`src/rtl/offchip_mem_pkg.sv`:
```
// Package: offchip_mem_pkg
// Shared definitions for the off-chip memory bridge.
//  - state_e   : bridge FSM state encoding (idle, setup, access, hold)
//  - MIN_WAIT  : smallest legal access wait (in cycles)
//  - even_parity: even-parity bit of a zero-extended word
package offchip_mem_pkg;

    typedef enum logic [1:0] {
        StIdle   = 2'd0,
        StSetup  = 2'd1,
        StAccess = 2'd2,
        StHold   = 2'd3
    } state_e;

    localparam int MIN_WAIT  = 1;
    localparam int PAR_MAX_W = 64;

    // Even parity: the returned bit makes the total count of ones even.
    function automatic logic even_parity(input logic [PAR_MAX_W-1:0] d);
        return ^d;
    endfunction

endpackage

```
`src/rtl/offchip_mem_bridge_if.sv`:
```
// Interface: offchip_mem_bridge_if
// Core-side request/response bundle of the off-chip memory bridge.
//  core_req/core_we/core_addr/core_wdata : request from the core
//  core_rdata/core_ack/core_busy         : response from the bridge
// Modports: master (core side), slave (bridge side).
interface offchip_mem_bridge_if #(
    parameter int DATA_W = 16,
    parameter int ADDR_W = 16
);
    logic              core_req;
    logic              core_we;
    logic [ADDR_W-1:0] core_addr;
    logic [DATA_W-1:0] core_wdata;
    logic [DATA_W-1:0] core_rdata;
    logic              core_ack;
    logic              core_busy;

    modport master (
        output core_req, core_we, core_addr, core_wdata,
        input  core_rdata, core_ack, core_busy
    );

    modport slave (
        input  core_req, core_we, core_addr, core_wdata,
        output core_rdata, core_ack, core_busy
    );
endinterface

```
`src/rtl/pad_io_reg.sv`:
```
// Module: pad_io_reg
// Registered pad stage of the off-chip memory bridge.
//  clk_i, rst_i      : clock, synchronous active-high reset
//  load_i            : capture addr_i/wdata_i into the pad-side flops
//  addr_i, wdata_i   : request address and write data
//  pad_din_i         : raw read data from the pads
//  pad_addr_o        : registered pad address
//  pad_dout_o        : registered pad write data
//  din_q_o           : pad_din_i registered every cycle
// With OFFCHIP_MEM_PARITY_EN defined:
//  pad_par_in_i      : raw parity bit from the pads
//  pad_par_out_o     : even parity of pad_dout_o, loaded alongside it
//  par_in_q_o        : pad_par_in_i registered every cycle
module pad_io_reg
    import offchip_mem_pkg::*;
#(
    parameter int DATA_W = 16,
    parameter int ADDR_W = 16
) (
    input  logic              clk_i,
    input  logic              rst_i,
    input  logic              load_i,
    input  logic [ADDR_W-1:0] addr_i,
    input  logic [DATA_W-1:0] wdata_i,
    input  logic [DATA_W-1:0] pad_din_i,
    output logic [ADDR_W-1:0] pad_addr_o,
    output logic [DATA_W-1:0] pad_dout_o,
    output logic [DATA_W-1:0] din_q_o
`ifdef OFFCHIP_MEM_PARITY_EN
    ,
    input  logic              pad_par_in_i,
    output logic              pad_par_out_o,
    output logic              par_in_q_o
`endif
);

    logic [ADDR_W-1:0] addr_q;
    logic [DATA_W-1:0] dout_q;
    logic [DATA_W-1:0] din_q;

    always_ff @(posedge clk_i) begin
        if (rst_i) begin
            addr_q <= '0;
            dout_q <= '0;
            din_q  <= '0;
        end else begin
            din_q <= pad_din_i;
            if (load_i) begin
                addr_q <= addr_i;
                dout_q <= wdata_i;
            end
        end
    end

    assign pad_addr_o = addr_q;
    assign pad_dout_o = dout_q;
    assign din_q_o    = din_q;

`ifdef OFFCHIP_MEM_PARITY_EN
    logic par_out_q;
    logic par_in_q;

    always_ff @(posedge clk_i) begin
        if (rst_i) begin
            par_out_q <= 1'b0;
            par_in_q  <= 1'b0;
        end else begin
            par_in_q <= pad_par_in_i;
            if (load_i) begin
                par_out_q <= even_parity(PAR_MAX_W'(wdata_i));
            end
        end
    end

    assign pad_par_out_o = par_out_q;
    assign par_in_q_o    = par_in_q;
`endif

endmodule

```
`src/rtl/offchip_mem_bridge.sv`:
```
// Module: offchip_mem_bridge
// Off-chip memory bridge between the CPU core and the pad ring. Accepts one
// request at a time and sequences it IDLE -> SETUP -> ACCESS (WAIT_CYC cycles)
// -> HOLD -> IDLE onto registered pad address/data/strobe signals.
//  c, r        : clock, synchronous active-high reset
//  core        : core-side request/response bundle (slave modport)
//  pad_addr    : registered address to pads
//  pad_dout    : registered write data to pads
//  pad_din     : read data from pads (always registered before use)
//  pad_cs      : chip select (SETUP and ACCESS)
//  pad_we      : write strobe (ACCESS, writes only)
//  pad_oe      : data-pad drive enable (SETUP..HOLD, writes only)
// Optional feature macro OFFCHIP_MEM_PARITY_EN adds pad_par_out, pad_par_in
// and core_perr (read parity error, pulses with core_ack).
module offchip_mem_bridge
    import offchip_mem_pkg::*;
#(
    parameter int DATA_W   = 16,
    parameter int ADDR_W   = 16,
    parameter int WAIT_CYC = 2
) (
    input  logic              c,
    input  logic              r,
    offchip_mem_bridge_if.slave core,
    output logic [ADDR_W-1:0] pad_addr,
    output logic [DATA_W-1:0] pad_dout,
    input  logic [DATA_W-1:0] pad_din,
    output logic              pad_cs,
    output logic              pad_we,
    output logic              pad_oe
`ifdef OFFCHIP_MEM_PARITY_EN
    ,
    output logic              pad_par_out,
    input  logic              pad_par_in,
    output logic              core_perr
`endif
);

    if (WAIT_CYC < MIN_WAIT) begin : g_wait_chk
        $error("offchip_mem_bridge: WAIT_CYC must be >= %0d", MIN_WAIT);
    end

    localparam int              CNT_W    = (WAIT_CYC > 1) ? $clog2(WAIT_CYC) : 1;
    localparam logic [CNT_W-1:0] CNT_LOAD = CNT_W'(WAIT_CYC - 1);

    state_e            state_q;
    logic [CNT_W-1:0]  cnt_q;
    logic              we_q;
    logic [DATA_W-1:0] rdata_q;
    logic              ack_q;
    logic              cs_q;
    logic              pwe_q;
    logic              oe_q;
    logic              load;
    logic [DATA_W-1:0] din_q;

    // Capture only in IDLE; a request still high in HOLD waits for IDLE.
    assign load = (state_q == StIdle) && core.core_req;

`ifdef OFFCHIP_MEM_PARITY_EN
    logic par_in_q;
    logic perr_q;
`endif

    pad_io_reg #(
        .DATA_W (DATA_W),
        .ADDR_W (ADDR_W)
    ) u_pad_io_reg (
        .clk_i         (c),
        .rst_i         (r),
        .load_i        (load),
        .addr_i        (core.core_addr),
        .wdata_i       (core.core_wdata),
        .pad_din_i     (pad_din),
        .pad_addr_o    (pad_addr),
        .pad_dout_o    (pad_dout),
        .din_q_o       (din_q)
`ifdef OFFCHIP_MEM_PARITY_EN
        ,
        .pad_par_in_i  (pad_par_in),
        .pad_par_out_o (pad_par_out),
        .par_in_q_o    (par_in_q)
`endif
    );

    // Pad strobes and ack are set on the edge entering the state they belong
    // to, so every output comes straight from a flop.
    always_ff @(posedge c) begin
        if (r) begin
            state_q <= StIdle;
            cnt_q   <= '0;
            we_q    <= 1'b0;
            rdata_q <= '0;
            ack_q   <= 1'b0;
            cs_q    <= 1'b0;
            pwe_q   <= 1'b0;
            oe_q    <= 1'b0;
`ifdef OFFCHIP_MEM_PARITY_EN
            perr_q  <= 1'b0;
`endif
        end else begin
            ack_q <= 1'b0;
`ifdef OFFCHIP_MEM_PARITY_EN
            perr_q <= 1'b0;
`endif
            unique case (state_q)
                StIdle: begin
                    if (core.core_req) begin
                        we_q    <= core.core_we;
                        cs_q    <= 1'b1;
                        oe_q    <= core.core_we;
                        pwe_q   <= 1'b0;
                        state_q <= StSetup;
                    end
                end
                StSetup: begin
                    cnt_q   <= CNT_LOAD;
                    pwe_q   <= we_q;
                    state_q <= StAccess;
                end
                StAccess: begin
                    if (cnt_q == '0) begin
                        cs_q    <= 1'b0;
                        pwe_q   <= 1'b0;
                        ack_q   <= 1'b1;
                        state_q <= StHold;
                        if (!we_q) begin
                            rdata_q <= din_q;
`ifdef OFFCHIP_MEM_PARITY_EN
                            perr_q  <= even_parity(PAR_MAX_W'({par_in_q, din_q}));
`endif
                        end
                    end else begin
                        cnt_q <= cnt_q - CNT_W'(1);
                    end
                end
                StHold: begin
                    oe_q    <= 1'b0;
                    state_q <= StIdle;
                end
                default: state_q <= StIdle;
            endcase
        end
    end

    assign core.core_rdata = rdata_q;
    assign core.core_ack   = ack_q;
    assign core.core_busy  = (state_q != StIdle);
    assign pad_cs          = cs_q;
    assign pad_we          = pwe_q;
    assign pad_oe          = oe_q;
`ifdef OFFCHIP_MEM_PARITY_EN
    assign core_perr       = perr_q;
`endif

endmodule

```
`src/flat_wrapper.sv`:
```
// flat-port wrapper written by rule: the top's interface ports become plain ports
module offchip_mem_bridge_flat import offchip_mem_pkg::*;
#(
    parameter int DATA_W   = 16,
    parameter int ADDR_W   = 16,
    parameter int WAIT_CYC = 2
)
  (c, r, pad_addr, pad_dout, pad_din, pad_cs, pad_we, pad_oe, core_core_req, core_core_we, core_core_addr, core_core_wdata, core_core_rdata, core_core_ack, core_core_busy);
  offchip_mem_bridge_if #(.DATA_W(DATA_W), .ADDR_W(ADDR_W)) core_i ();
  input  logic c;
  input  logic r;
  output logic [ADDR_W-1:0] pad_addr;
  output logic [DATA_W-1:0] pad_dout;
  input  logic [DATA_W-1:0] pad_din;
  output logic pad_cs;
  output logic pad_we;
  output logic pad_oe;
  input wire logic [$bits(core_i.core_req)-1:0] core_core_req;
  input wire logic [$bits(core_i.core_we)-1:0] core_core_we;
  input wire logic [$bits(core_i.core_addr)-1:0] core_core_addr;
  input wire logic [$bits(core_i.core_wdata)-1:0] core_core_wdata;
  output wire logic [$bits(core_i.core_rdata)-1:0] core_core_rdata;
  output wire logic [$bits(core_i.core_ack)-1:0] core_core_ack;
  output wire logic [$bits(core_i.core_busy)-1:0] core_core_busy;
  assign core_i.core_req = core_core_req;
  assign core_i.core_we = core_core_we;
  assign core_i.core_addr = core_core_addr;
  assign core_i.core_wdata = core_core_wdata;
  assign core_core_rdata = core_i.core_rdata;
  assign core_core_ack = core_i.core_ack;
  assign core_core_busy = core_i.core_busy;
  offchip_mem_bridge #(.DATA_W(DATA_W), .ADDR_W(ADDR_W), .WAIT_CYC(WAIT_CYC)) u_core (.c(c), .r(r), .core(core_i), .pad_addr(pad_addr), .pad_dout(pad_dout), .pad_din(pad_din), .pad_cs(pad_cs), .pad_we(pad_we), .pad_oe(pad_oe));
endmodule
```
`config.mk`:
```
export PLATFORM = sky130hd
export DESIGN_NAME = offchip_mem_bridge_flat
export DESIGN_NICKNAME = d
export VERILOG_FILES = /design/src/rtl/offchip_mem_pkg.sv /design/src/rtl/offchip_mem_bridge_if.sv /design/src/rtl/pad_io_reg.sv /design/src/rtl/offchip_mem_bridge.sv /design/src/flat_wrapper.sv
export SDC_FILE = /design/constraint.sdc
export NUM_CORES = 1
export LEC_CHECK = 0
export CORE_MARGIN = 3
export CORE_UTILIZATION = 65
export DETAILED_ROUTE_END_ITERATION = 10
export DONT_BUFFER_PORTS = 1
export PLACE_DENSITY = 0.81
export SKIP_CTS_REPAIR_TIMING = 1
export SYNTH_ARGS = -nofsm -noshare
export SYNTH_HDL_FRONTEND = slang
export SYNTH_SLANG_ARGS = --single-unit
export TNS_END_PERCENT = 10
```
`constraint.sdc`:
```
create_clock -name c -period 3.7 [get_ports c]
set_input_delay 0.925 -clock c [delete_from_list [all_inputs] [get_ports c]]
set_output_delay 0.925 -clock c [all_outputs]
set_load 0.005 [all_outputs]
```
After elaboration in Yosys (flattened, before gate mapping)

Index checks and enable logic that the tools add are counted.

Logic and storage cells: 47
Register bits after elaboration: 72
Input port bits: 52
Output and inout port bits: 53

Reductions and logical operators: 14
$add $sub $neg: 1
Mux-type cells: 13
Equal/unequal tests: 5
Bitwise gates (word level): 3

Operators with widths:

| cell                  | count |
|---|---|
| $reduce_and A3 Y1     | 3 |
| $pmux W2 S4           | 1 |
| $reduce_bool A2 Y1    | 4 |
| $mux W1               | 6 |
| $pmux W1 S2           | 3 |
| $reduce_and A2 Y1     | 3 |
| $eq A2 B2 Y1 const B  | 2 |
| $mux W2               | 2 |
| $ne A2 B2 Y1 const B  | 2 |
| $not A1 Y1            | 3 |
| $pmux W1 S3           | 1 |
| $reduce_bool A3 Y1    | 1 |
| $eq A2 B1 Y1 const B  | 1 |
| $logic_not A2 Y1      | 1 |
| $reduce_or A2 Y1      | 1 |
| $logic_and A1 B1 Y1   | 1 |
| $sub A1 B1 Y1 const B | 1 |

Depth between registers and ports, before layout

Depth in word-level cells: 3
Gate-level depth with buffers: 7
Depth with buffers taken out: 5

By module

Synthesis repeated with hierarchy kept, for this count alone.

Cell total of the unflattened synthesis: 260
Area, all modules: 2,638.8 sq um

By module, submodules not included:

| module             | cells an instance | area each (sq um) | instances | seq. area each (sq um) |
|---|---|---|---|---|
| pad_io_reg         | 137               | 1,596.5           | 1         | 960.9 |
| offchip_mem_bridge | 123               | 1,042.2           | 1         | 480.5 |

Worst setup path before layout

Ideal clock, no wire load.

Path type: register -> output
From: register u_core.state_q[0]
To: output port core_core_busy
Path slack: 2,014 ps
Path buffers: 0
Data required time: 2,775 ps
Stages on the path, launching flop included: 4
Arrival: 761 ps
Cells stage by stage: dfxtp_1 -> inv_1 -> ha_1 -> inv_1

Longest elaborated chain between the ends: 1

RTL lines:

| what                   | line                      | RTL |
|---|---|---|
| from (decl)            | offchip_mem_bridge.sv:46  | `state_e state_q;` |
| from (signal assigned) | offchip_mem_bridge.sv:90  | `state_q <= StIdle;` |
| from (signal assigned) | offchip_mem_bridge.sv:113 | `state_q <= StSetup;` |
| from (signal assigned) | offchip_mem_bridge.sv:119 | `state_q <= StAccess;` |
| $reduce_bool A2 Y1     | offchip_mem_bridge.sv:148 | `assign core.core_busy = (state_q != StIdle);` |
| to (decl)              | flat_wrapper.sv:24        | `output wire logic [$bits(core_i.core_busy)-1:0] core_core_busy;` |

Every way passes these cells.

Worst setup path after layout

Same ends and word-level chain as after synthesis.

==> results.yml <==
setup_path:
  worstSetupStartpoint: "u_core.state_q[0]"
  path_class: "reg2out"
  rrSetupSlack_ns: 1.67
  cp_slowest_stage_delay_ns: 0.40
  cpLargestDelayFamily: "flip-flops"
  cp.required_ns: 2.77
  cpMostUsedCell: "inv_1"
  startpoint_type: "flip-flop"
  rr_worst_depth: 5
  critPathMaxFanout: 7
  end_kind: "output pin"
  cpMaxStageDelayCell: "dfxtp_1"
  r2r-start: "u_core.state_q[0]"
  crit_cells: 3
  cp_data_arrival_time_ns: 1.23
  crit_buf_inv: 2
  path_cells: "inv_1 > ha_1 > inv_1"
finish:
  nFillCells: 294
  antenna_cells: 0
  fin_util: 0.732
  drive_above_1_share: 0.0687
  design_area_um2: 2720
  fin_nets: 344
  area_growth_pct: 7.67
clock_network:
  cts_root_buffer: "clkbuf_8"
  cts_buffers: 9
  clk_pin_slew_worst_paths_ns: 0.08
  clockBufferDepth: 2
  htree_levels: 3
  clkSinkCount: 72
  cts_tree: "built"
  clock_latency_ns: 0.34
floorplan:
  initial_utilization: 0.680
  io_pins: 105
  core_um2: 3720
  die_w_um: 68.4
  rows: 22
  die_y_um: 68.4
  die_area_um2: 4670
grt:
  grt_pass1_wl_mm: 7.21
  grt_pass1_vias: 1601
  grt_max_degree: 74
  grt-ovfl-total: 0
  antenna_found_initial: 0
  grt_util_all_layers: 0.215
timing:
  relSlewSlack: 0.314
  rsz0062_at_grt: "no"
  fin_crit_ns: 2.15
  fin_ws_ns: 1.55
  finalCritPeriodShare: 0.582
  worst_pin_slew_ns: 1.03
  whs_ns: 0.425
  tns_ns: 0
  max_freq_ghz: 0.464
  slew_viol_final: 0
  finalHoldViolCount: 0
  finalSetupViolCount: 0
  finalClockSkew_ns: 0.00716
pwr:
  power_density_nw_per_um2: 774
  ir_drop_v: 0.000513
  p_leak_nw: 1.01
placement:
  gp_congestion: 0.795
  io_buffers: 0
  dp_slack_ns: 1.63
  post-dp-hpwl_mm: 3.40
  dpl_cell_area_um2: 2500
synthesis:
  ys_seq_area_frac: 0.570
  ys_warn_count: 0
  synth.avg_cell_area_um2: 8.63
  syn-num-nets: 351
  synthArstFlopShare: 0
  syn_inst: 293
  synth.distinct_cells: 30
  synth_top_area_cell: "dfxtp_1"
  netlist.area_leader.share: 0.570
  synth-main-ff-cell: "dfxtp_1"
  synthTopCellsByArea: "dfxtp_1, nand2_1, a21oi_1"
  synth_most_common_cell: "nand2_1"
  synth_area_um2: 2530
  synth_edf_count: 0
  synth_seq_cells: 72
  synth.top_cells.by_count: "nand2_1, dfxtp_1, a21oi_1"
min_path:
  min-delay-path-class: "reg2reg"
  whs_path_depth: 2
  hold_start: "u_core.u_pad_io_reg.din_q_o[6]"
drt:
  route.detailed.wl_per_inst_um: 14.7
  dr.pass1.iters: 4
  drt_iter0_drc: 133
  vias: 1834
  viasPerCell: 5.41
  ant_nets: 0
  drt-total-wl_mm: 4.99
  route.detailed.drc: 0
run:
  max_cap_viol_count: 0
run_status:
  status: "complete, no violations"
[layout by cell type (no fill, tap or decap), types with 2 or more instances in the layout]
cell / instances
bufinv_16: 2
nand2_1: 101
nor2_1: 3
or2b_1: 2
clkbuf_8: 9
a21oi_1: 54
inv_1: 3
nor2b_1: 17
o21ai_0: 2
ha_1: 6
dfxtp_1: 72
clkinvlp_4: 3
[through the flow]
step	instances	total power, mW
after CTS	339	2.12
after floorplan	293	1.39
after global placement	323	1.43
after detailed placement	323	1.46
final	339	2.11
after global routing	339	2.24
[layer usage]
metal	vias up	wire (um)	track usage
li1	927	-	-
met1	809	1920	0.233
met2	84	2330	0.327
met3	14	604	0.125
met4	0	138	0.122
met5	-	0	0
[final timing paths]
| path | to |
|---|---|
| max | core_core_busy |
| min | u_core.core.core_rdata[6] |
| max reg2reg | u_core.u_pad_io_reg.pad_addr_o[3] |
| min reg2reg | u_core.core.core_rdata[6] |
[cell type report]
class,count,area (um^2),area share
flip-flops and latches,72,1440,0.530
well taps,48,60.1,0.0221
clock inverters,6,91.3,0.0336
clock buffers,10,128,0.0469
inverters,3,11.3,0.00414
multi-input cells,200,990,0.364
[cell families (layout without fill, tap and decap cells)]
logic type | Yosys count | after routing | share of synthesized area
flops | 72 | 72 | 0.570
fa+ha+maj | 6 | 6 | 0.0297
compound gates | 58 | 58 | 0.117
buf+inv | 21 | 19 | 0.0381
simple gates | 135 | 135 | 0.241
mux | 1 | 1 | 0.00446
[registers in the layout, indices dropped and copies added, names as in the netlist]
| signal | cells |
|---|---|
| u_core.core.core_rdata | 16 |
| u_core.u_pad_io_reg.din_q_o | 16 |
| u_core.u_pad_io_reg.pad_addr_o | 16 |
| u_core.u_pad_io_reg.pad_dout_o | 16 |
| u_core.state_q | 2 |
| u_core.cnt_q | 1 |
| u_core.core.core_ack | 1 |
| u_core.pad_cs | 1 |
| u_core.pad_oe | 1 |
| u_core.pad_we | 1 |
| u_core.we_q | 1 |
[where the power goes]
group	total, mW	switching, mW	internal, mW
clock	0.672	0.290	0.382
combinational	0.438	0.274	0.164
sequential	0.997	0.0993	0.897
total	2.11	0.664	1.44
[tightest hold or removal path: stages, from the launching register on]
cell	delay, ns
dfxtp_1	0.30
nand2_1	0.05
a21oi_1	0.05
Power figures use the tool's default switching activity.
